## src/rtl/data_mem_responder.sv

```systemverilog
// data_mem_responder: handshake responder for the data-memory request port.
// It holds a 2**ADDR_W x DATA_W store and serves one request at a time.
// After LATENCY wait states it performs the access and raises memAck for one
// cycle. A request with both memRead and memWrite high is flagged via memErr
// and does not touch the store.
`default_nettype none

module data_mem_responder #(
   parameter int ADDR_W  = 7,
   parameter int DATA_W  = 8,
   parameter int LATENCY = 2
) (
   input  logic              clk,
   input  logic              rst_n,
   input  logic              memRead,
   input  logic              memWrite,
   input  logic [ADDR_W-1:0] lineNumber,
   input  logic [DATA_W-1:0] memIn,
   output logic [DATA_W-1:0] memOut,
   output logic              memAck,
   output logic              memErr,
   output logic              busy
);

   localparam int DEPTH = 2 ** ADDR_W;
   localparam int CNT_W = 4;
   // The counter is loaded with LATENCY-1 so that the access lands on the
   // LATENCY-th edge after accept. A zero latency never uses the counter.
   localparam logic [CNT_W-1:0] CNT_LOAD = (LATENCY > 0) ? CNT_W'(LATENCY - 1) : '0;

   typedef enum logic [1:0] {IDLE, WAIT, RESP} state_t;

   state_t            state;
   logic [CNT_W-1:0]  cnt;
   logic              lat_rd;
   logic              lat_wr;
   logic [ADDR_W-1:0] lat_addr;
   logic [DATA_W-1:0] lat_data;
   logic [DATA_W-1:0] mem [DEPTH];

   logic              req;
   logic              acc_en;
   logic              acc_rd;
   logic              acc_wr;
   logic [ADDR_W-1:0] acc_addr;
   logic [DATA_W-1:0] acc_data;

   assign req = memRead | memWrite;

   // Select the access for this edge: live inputs on a zero-latency accept,
   // otherwise the values latched at accept once the counter expires.
   always_comb begin
      acc_en   = 1'b0;
      acc_rd   = lat_rd;
      acc_wr   = lat_wr;
      acc_addr = lat_addr;
      acc_data = lat_data;
      if (state == IDLE && req && LATENCY == 0) begin
         acc_en   = 1'b1;
         acc_rd   = memRead;
         acc_wr   = memWrite;
         acc_addr = lineNumber;
         acc_data = memIn;
      end else if (state == WAIT && cnt == '0) begin
         acc_en = 1'b1;
      end
   end

   // Request FSM, storage and registered response outputs. Reset clears the
   // store and drops any in-flight request without committing it.
   always_ff @(posedge clk or negedge rst_n) begin
      if (!rst_n) begin
         state    <= IDLE;
         cnt      <= '0;
         lat_rd   <= 1'b0;
         lat_wr   <= 1'b0;
         lat_addr <= '0;
         lat_data <= '0;
         memOut   <= '0;
         memAck   <= 1'b0;
         memErr   <= 1'b0;
         busy     <= 1'b0;
         for (int i = 0; i < DEPTH; i++) begin
            mem[i] <= '0;
         end
      end else begin
         memAck <= 1'b0;
         memErr <= 1'b0;

         // An illegal request (both ops) performs no storage access.
         if (acc_en) begin
            if (acc_rd && !acc_wr) begin
               memOut <= mem[acc_addr];
            end
            if (acc_wr && !acc_rd) begin
               mem[acc_addr] <= acc_data;
            end
         end

         case (state)
            IDLE: begin
               if (req) begin
                  lat_rd   <= memRead;
                  lat_wr   <= memWrite;
                  lat_addr <= lineNumber;
                  lat_data <= memIn;
                  busy     <= 1'b1;
                  if (LATENCY == 0) begin
                     state  <= RESP;
                     memAck <= 1'b1;
                     memErr <= memRead & memWrite;
                  end else begin
                     cnt   <= CNT_LOAD;
                     state <= WAIT;
                  end
               end
            end
            WAIT: begin
               if (cnt == '0) begin
                  state  <= RESP;
                  memAck <= 1'b1;
                  memErr <= lat_rd & lat_wr;
               end else begin
                  cnt <= cnt - 1'b1;
               end
            end
            RESP: begin
               // Requests seen here are ignored; the requester re-issues.
               state <= IDLE;
               busy  <= 1'b0;
            end
            default: begin
               state <= IDLE;
               busy  <= 1'b0;
            end
         endcase
      end
   end

endmodule

`default_nettype wire

```

## config.mk

```make
export PLATFORM = sky130hd
export DESIGN_NAME = data_mem_responder
export DESIGN_NICKNAME = d
export VERILOG_FILES = /design/src/rtl/data_mem_responder.sv
export SDC_FILE = /design/constraint.sdc
export NUM_CORES = 1
export LEC_CHECK = 0
export ABC_AREA = 1
export BUFFER_PORTS_ARGS = -buffer_cell sky130_fd_sc_hd__buf_2
export CAP_MARGIN = 20
export CELL_PAD_IN_SITES_DETAIL_PLACEMENT = 0
export CELL_PAD_IN_SITES_GLOBAL_PLACEMENT = 1
export CORE_UTILIZATION = 45
export CTS_CLUSTER_DIAMETER = 100
export DETAILED_ROUTE_END_ITERATION = 6
export PLACE_DENSITY_LB_ADDON = 0.1
export SYNTH_ARGS = -nofsm -noshare
export SYNTH_HDL_FRONTEND = slang
export SYNTH_SLANG_ARGS = --single-unit
```

## constraint.sdc

```tcl
create_clock -name clk -period 4.9 [get_ports clk]
set_input_delay 0.245 -clock clk [delete_from_list [all_inputs] [get_ports clk]]
set_output_delay 0.245 -clock clk [all_outputs]
set_load 0.1 [all_outputs]
```

==> results by group, run 1 <==
Synthesis
  • Yosys reg bits: 1058
  • Synth Cell Area: 50800 sq um
  • Seq/Total Area, Yosys: 52.1%
  • Syn_nets: between 6000 and 7000
  • Yosys warns: 0
  • Synth unique cells: 26
  • Avg Cell Area, Syn: 7.80 sq um
  • Synthesized instance count: about 6500

Critical path
  • Crit path capture: mem[976]
  • Crit path DAT: 3960 ps
  • Worst setup EP type: flip-flop
  • Worst Path Required: 5450 ps
  • Max FO, Critical Path: 128
  • Setup crit start: acc_addr[0]
  • Flop2flop setup slack: 1480 ps
  • RR Startpoint: acc_addr[0]
  • Critical path launch point type: flip-flop
  • Critical R2R Capture: mem[976]
  • Worst setup path class: reg2reg
  • Worst reg-to-reg path cell count: 7

CTS
  • Num CTS Buffers: 117
  • Clock sink count: 1058
  • Worst-path clk slew: 60 ps
  • Post-cts resize count: 0
  • Clock Latency Late Sink: between 700 and 800 ps
  • Clock Path Buffers: 3
  • CTS tree: yes
  • Clk root buf: clkbuf_16
  • H-Tree Depth: 3

Routing
  • DRT Pass-1 Iters: 5
  • WL/cell: 18.9 um
  • Initial DRC count: between 3000 and 4000
  • Final wirelength: 150 mm
  • Via density: 5.13
  • # DRC: 0
  • DR vias: 40580
  • Remaining antenna violation count: 0

Pwr
  • Pwr dens: about 530 nW/um^2
  • Pleak: 26.8 nW
  • Tot Pwr: 29.7 mW
  • Max VDD drop: 0.829 mV

Cells and area
  • Fraction of layout cells with a size suffix above 1: 7.57%
  • Filler instances: 11108
  • Layout area overhead: 9.55%
  • Fin area: between 50000 and 60000 sq um
  • Nets@finish: approximately 6300
  • Antenna Cells: 0
  • Commonest non-fill, non-tap cell in the layout: nand2_1
  • Most frequent cells in the layout: nand2_1 (2104), dfrtp_1 (1057), o21ai_0 (945)

Floorplan
  • Starting Density: 45.7%
  • Rows: 122
  • Core Region: 111000 sq um
  • Die width: roughly 340 um
  • DIE AREA: 114000 sq um
  • Die Ht: ~340 um
  • I/O pin count: 30

Place
  • Final Wtd Congestion: 0.805
  • IO buf count: 29
  • DP Wirelength: 86.5 mm
  • DP Area: 51400 sq um

Min path
  • Hold WC Path Type: in2async

Global route
  • Largest net degree at the start of global routing: 204
  • Total grt overflow: 0
  • Antenna violations before repair: 3
  • Total track usage: 26.7%
  • First-pass GRT wire length: 235 mm
  • Number of global-route vias before repair: 38084

Timing
  • Slew Viols, Final: 0
  • RSZ-0062 raised after global routing: false
  • Clock Skew: between 30 and 40 ps
  • Setup Total Neg Slack: 0 ps
  • Final Hold Vio Count: 0
  • Final min period: around 3400 ps
  • Setup-failing EPs final: 0
  • Measured slew at the worst slew-check pin: 1120 ps
  • Highest Clock Rate: between 200 and 300 MHz
  • Final period util: 69.7%
  • Slew HR: 25.6%

Status
  • Outcome: finished clean

Run
  • MaxCap Viol Count: 0
==> per-layer routing <==
layer	GRT usage [%]	share of wire, %	vias to the layer above
met5	0	0	-
li1	-	-	20022
met4	5.20	1.7	0
met2	40.7	45	793
met3	3.20	4.3	160
met1	40.7	49	19605
==> report_power, final <==
group / total (mW) / switching [mW] / internal (mW) / leakage [nW]
logic: 10.7 / 8.18 / 2.53 / 10.1
clock network: 9.29 / 3.73 / 5.56 / 2.02
registers: 9.65 / 0.437 / 9.21 / 14.7
==> synth_stat cells <==
cell / count / area share (%)
nand2_1: 2108 / 16
dfrtp_1: 1058 / 52
o21ai_0: 945 / 9.3
inv_1: 651 / 4.8
nor2_1: 534 / 3.9
nand3_1: 285 / 2.8
clkbuf_1: 242 / 1.8
o21ai_1: 157 / 1.5
o211ai_1: 151 / 2.2
buf_2: 118 / 1.2
or2_2: 88 / 1.1
nand2_4: 60 / 1.3
buf_6: 57 / 1.3
buf_1: 13 / 0.096
or2_0: 12 / 0.15
nor2_4: 11 / 0.24
nor4_4: 6 / 0.25
buf_4: 5 / 0.074
inv_2: 4 / 0.030
nor2_2: 4 / 0.049
ha_1: 2 / 0.049
nand2_2: 2 / 0.025
nor3_1: 2 / 0.020
nor3_4: 2 / 0.064
or2_1: 2 / 0.025
a21oi_1: 1 / 0.0098
==> what timing repair did <==
action | 4_1_cts | 5_1_grt
endpoints found under the setup margin | 0 | 0
hold buffers | 19 | 0
hold endpoints to repair | 92 | 0
setup buffers | 0 | 0
==> worst min path at each step <==
stage / startpoint / end / slack (ps) / cells after the start
2_1_floorplan: rst_n / acc_addr[0] / -50 / 0
3_3_place_gp: rst_n / mem[480] / 400 / 1
3_5_place_dp: rst_n / mem[352] / 400 / 1
4_1_cts: rst_n / mem[352] / 220 / 2
5_1_grt: rst_n / mem[506] / 260 / 2
6_report: rst_n / mem[506] / 210 / 2
==> registers in the layout, indices dropped and copies added (netlist names), 2 cells and up <==
| signal | count |
|---|---|
| acc_addr | 7 |
| mem | 1024 |
| acc_data | 8 |
| cnt | 4 |
| state | 2 |
| memOut | 8 |
==> layout make-up <==
cell class                      instances  area [sq um]  share of cell area [%]
Clock buffer                          174          3510                    6.31
Clock inverter                         43           551                   0.989
Inverter                              655          2510                    4.50
Multi-Input combinational cell       4372         19700                    35.4
Sequential cell                      1058         26500                    47.6
Tap cell                             1488          1860                    3.34
Timing Repair Buffer                  116          1070                    1.92
==> critical path: stages, from the launching register on <==
cell     delay, ps
dfrtp_4        720
inv_8          420
nor4_4        1050
buf_4          390
buf_4          280
nand2_4        160
nand2_1         90
o21ai_0         80
==> per-stage QoR <==
step | worst slack [ps] | util [%] | hold WS, ps | std cells
2_1_floorplan | 2800 | - | -50.6 | 6520
3_3_place_gp | 1530 | 46.2 | 400 | 7670
3_5_place_dp | 1500 | 46.2 | 396 | 7670
4_1_cts | 1470 | 50.0 | 218 | 7906
5_1_grt | 1280 | 50.0 | 261 | 7906
6_report | 1480 | 50.0 | 211 | 7906
==> logic make-up after synthesis <==
kind of cell	count (synthesis)	share of synthesized area [%]
flip-flops	1058	52.1
buffers and inverters	1090	9.22
adder cells (fa/ha/maj)	2	0.0492
AND/OR/NAND/NOR	3116	25.6
AO/OA/AOI/OAI	1254	13.1
Note: power is estimated with default switching activity, not from simulation.
==> run 2, diff against run 1 <==
--- a/config.mk
+++ b/config.mk
@@ -5,7 +5,7 @@
 export SDC_FILE = /design/constraint.sdc
 export NUM_CORES = 1
 export LEC_CHECK = 0
-export ABC_AREA = 1
+export ABC_AREA = 0
 export BUFFER_PORTS_ARGS = -buffer_cell sky130_fd_sc_hd__buf_2
 export CAP_MARGIN = 20
 export CELL_PAD_IN_SITES_DETAIL_PLACEMENT = 0
==> constraint.sdc (replaced) <==
create_clock -name clk -period 3.33 [get_ports clk]
set_input_delay 0.1665 -clock clk [delete_from_list [all_inputs] [get_ports clk]]
set_output_delay 0.1665 -clock clk [all_outputs]
set_load 0.1 [all_outputs]
==> results by group, run 2 <==
Status
  • Outcome: finished clean (unchanged)

Global route
  • Total track usage: 27.8% (was 26.7%)
  • Total grt overflow: 0 (unchanged)
  • Largest net degree at the start of global routing: 115 (was 204)
  • Antenna violations before repair: 2 (was 3)
  • Number of global-route vias before repair: 32924 (was 38084)
  • First-pass GRT wire length: 231 mm (was 235 mm)

Run
  • MaxCap Viol Count: 0 (unchanged)

Critical path
  • Worst path buffer plus inverter count: 0 (was 3)
  • Crit path depth: 6 (was 7)
  • Worst reg-to-reg path cell count: 6 (was 7)
  • Setup crit start: acc_addr[1] (was acc_addr[0])
  • Worst setup path class: reg2reg (unchanged)
  • Max FO, Critical Path: 22 (was 128)
  • Critical path launch point type: flip-flop (unchanged)
  • Worst Path Required: 3920 ps (was 5450 ps)
  • CP Cell Sequence: nor2b_2, a221oi_1, nor2_1, o311ai_1, o2111ai_1, o32a_1 (was inv_8, nor4_4, buf_4, buf_4, nand2_4, nand2_1, o21ai_0)
  • Worst setup EP type: flip-flop (unchanged)
  • Slowest cell on crit path: dfrtp_4 (was nor4_4)
  • Slowest stage delay, CP: 640 ps (was 1050 ps)
  • Crit path DAT: 3870 ps (was 3960 ps)
  • CP top delay family: compound AO/OA/AOI/OAI gates (was simple AND/OR/NAND/NOR gates)
  • RR Startpoint: acc_addr[1] (was acc_addr[0])

Routing
  • WL met3: 8.94 mm (was 6.42 mm)
  • DR top layer: met5 (was met4)
  • Remaining antenna violation count: 0 (unchanged)
  • Final wirelength: 153 mm (was 150 mm)
  • Metal1 wirelength: 69.6 mm (was 73.8 mm)
  • # DRC: 0 (unchanged)
  • DRT Pass-1 Iters: 6 (was 5)
  • WL/cell: 30.0 um (was 18.9 um)
  • DR vias: 30976 (was 40580)
  • Metal2 WL: 71.0 mm (was 66.9 mm)
  • Initial DRC count: 2342 (was 3545)
  • Via density: 6.07 (was 5.13)

Timing
  • Clock Skew: 37.7 ps (was 32.1 ps)
  • Final min period: 3280 ps (was 3420 ps)
  • Highest Clock Rate: 305 MHz (was 293 MHz)
  • Measured slew at the worst slew-check pin: 924 ps (was 1120 ps)
  • Setup-failing EPs final: 0 (unchanged)
  • Slew HR: 37.6% (was 25.6%)
  • Final Hold Vio Count: 0 (unchanged)
  • RSZ-0062 raised after global routing: false (unchanged)
  • Final period util: 98.5% (was 69.7%)
  • Slew Viols, Final: 0 (unchanged)

Synthesis
  • Leading post-synthesis cells by cell area: dfrtp_1 (53%), mux2_2 (20%), mux4_2 (6.2%) (was dfrtp_1 (52%), nand2_1 (16%), o21ai_0 (9.3%))
  • Synth unique cells: 74 (was 26)
  • Largest area contributor in the netlist: dfrtp_1 (unchanged)
  • Simple logic cell fraction of the synthesized area: 6.12% (was 25.6%)
  • Async SR Flop Fraction: 100% (unchanged)
  • Post-synth EDFFs: 0 (unchanged)
  • Synth Cell Area: 50100 sq um (was 50800 sq um)
  • Yosys reg bits: 1058 (unchanged)
  • Synthesized instance count: 3393 (was 6520)
  • Avg Cell Area, Syn: 14.8 sq um (was 7.80 sq um)
  • Top cell type's share of synthesized area: 52.8% (was 52.1%)
  • Post-Synth Adder-Cell Area: 0.0499% (was 0.0492%)
  • Post-synth top flop: dfrtp_1 (unchanged)
  • Largest family of logic cells by synthesized area: multiplexers (was simple AND/OR/NAND/NOR gates)
  • Syn_nets: 3414 (was 6541)
  • Most common cell in the netlist: dfrtp_1 (was nand2_1)
  • Top post-synthesis cells by count: dfrtp_1 (1058), mux2_2 (890), clkbuf_1 (180) (was nand2_1 (2108), dfrtp_1 (1058), o21ai_0 (945))
  • Xor and xnor fraction of the mapped netlist area: 0.0350% (was 0%)
  • Yosys warns: 0 (unchanged)
  • Mux share of post-synthesis cell area: 33.0% (was 0%)
  • Complex-gate fraction of the synthesized area: 5.35% (was 13.1%)
  • Seq/Total Area, Yosys: 52.8% (was 52.1%)

Floorplan
  • Die Ht: 336 um (was 338 um)
  • Starting Density: 45.3% (was 45.7%)
  • Rows: 122 (unchanged)
  • DIE AREA: 113000 sq um (was 114000 sq um)
  • Die width: 336 um (was 338 um)
  • I/O pin count: 30 (unchanged)
  • Core Region: 111000 sq um (about the same)

Place
  • DP Wirelength: 100 mm (was 86.5 mm)
  • IO buf count: 29 (unchanged)
  • DP Cell Count: 4852 (was 7670)
  • Final Wtd Congestion: 0.872 (was 0.805)

Min path
  • Hold WC Path Type: in2async (unchanged)

Pwr
  • P_sw: 16.0 mW (was 12.4 mW)
  • Pwr dens: 726 nW/um^2 (was 532 nW/um^2)
  • Tot Pwr: 41.6 mW (was 29.7 mW)
  • Clk pwr share: 32.2% (was 31.3%)
  • Max VDD drop: 0.888 mV (was 0.829 mV)
  • Switch share: 38.3% (was 41.7%)
  • Sequential share of power: 36.1% (was 32.5%)
  • Cell internal pwr: 25.7 mW (was 17.3 mW)
  • Pleak: 27.8 nW (was 26.8 nW)
  • Logic pwr share: 31.7% (was 36.1%)

CTS
  • Clk root buf: clkbuf_16 (unchanged)
  • CTS tree: yes (unchanged)
  • H-Tree Depth: 3 (unchanged)
  • Clock Path Buffers: 3 (unchanged)
  • Clock sink count: 1058 (unchanged)
  • Num CTS Buffers: 118 (was 117)
  • Worst-path clk slew: 60 ps (about the same)
  • Clock Latency Late Sink: 720 ps (about the same)

Cells and area
  • Fraction of layout cells with a size suffix above 1: 49.3% (was 7.57%)
  • Core Util, Final: 51.9% (was 50.0%)
  • Max reg flops: 1024 (unchanged)
  • Commonest non-fill, non-tap cell in the layout: dfrtp_1 (was nand2_1)
  • Most frequent cells in the layout: dfrtp_1 (1047), mux2_2 (890), buf_4 (176) (was nand2_1 (2104), dfrtp_1 (1057), o21ai_0 (945))
  • Top reg by flops: mem (unchanged)
  • Nets@finish: 3542 (was 6341)
  • Layout area overhead: 14.5% (was 9.55%)
  • Non-filler cells, final: 5106 (was 7906)
-- run 2: cell families (layout without fill, tap and decap cells) --
family / Yosys count / after routing
AND/OR/NAND/NOR: 418 / 420
adder cells (fa/ha/maj): 2 / 2
AO/OA/AOI/OAI: 349 / 349
flip-flops: 1058 / 1058
XOR/XNOR: 2 / 2
buffers and inverters: 275 / 497
other: 0 / 1
multiplexers: 1289 / 1289
-- run 2: through the flow --
step / hold slack [ps] / setup WS, ps / cell area (sq um) / setup TNS [ps]
2_1_floorplan: -129 / 734 / 50100 / 0
6_report: 112 / 49.6 / 57400 / 0
3_3_place_gp: 284 / -227 / 53000 / -335
5_1_grt: 157 / 17.9 / 57400 / 0
4_1_cts: 120 / 4.65 / 57300 / 0
3_5_place_dp: 281 / -144 / 53000 / -264
-- run 2: final timing paths --
| check | to | slack (ps) |
|---|---|---|
| max in group asynchronous | mem[772] | 2020 |
| setup reg to reg | memOut[4] | 50 |
| setup / recovery | memOut[4] | 50 |
| min in group clk | acc_addr[0] | 260 |
| hold reg to reg | mem[329] | 500 |
| hold / removal | mem[922] | 110 |
-- run 2: per-layer routing --
layer | vias to the layer above | global-route usage (%)
met3 | 217 | 4.53
met1 | 16831 | 40.6
li1 | 12912 | -
met4 | 2 | 6.82
met5 | - | 0
met2 | 1014 | 43.1
-- run 2: area by class of cell --
cell class | instances | area (sq um)
tap | 1488 | 1860
clock inverter | 38 | 512
timing repair buffer | 273 | 2550
multi-input combinational | 2062 | 22400
antenna | 1 | 2.50
inverter | 8 | 31.3
sequential | 1058 | 26500
clock buffer | 178 | 3480
fill | 9261 | 53100
-- run 2: power groups by stage --
stage          combinational [mW]  sequential, mW  clock, mW
2_1_floorplan                7.45            14.3          0
3_3_place_gp                 12.7            15.2          0
4_1_cts                      13.0            15.0       13.7
5_1_grt                      13.7            15.1       14.2
6_report                     13.2            15.0       13.4
3_5_place_dp                 12.8            15.3          0
-- run 2: repair_timing --
| action | 4_1_cts | 5_1_grt |
|---|---|---|
| hold buffers | 27 | 0 |
| buffers inserted | 1 | 6 |
| pin swaps | 0 | 0 |
| hold endpoints to repair | 76 | 0 |
| setup endpoints to repair | 3 | 3 |
| gates cloned | 2 | 0 |
| resized for setup | 2 | 1 |
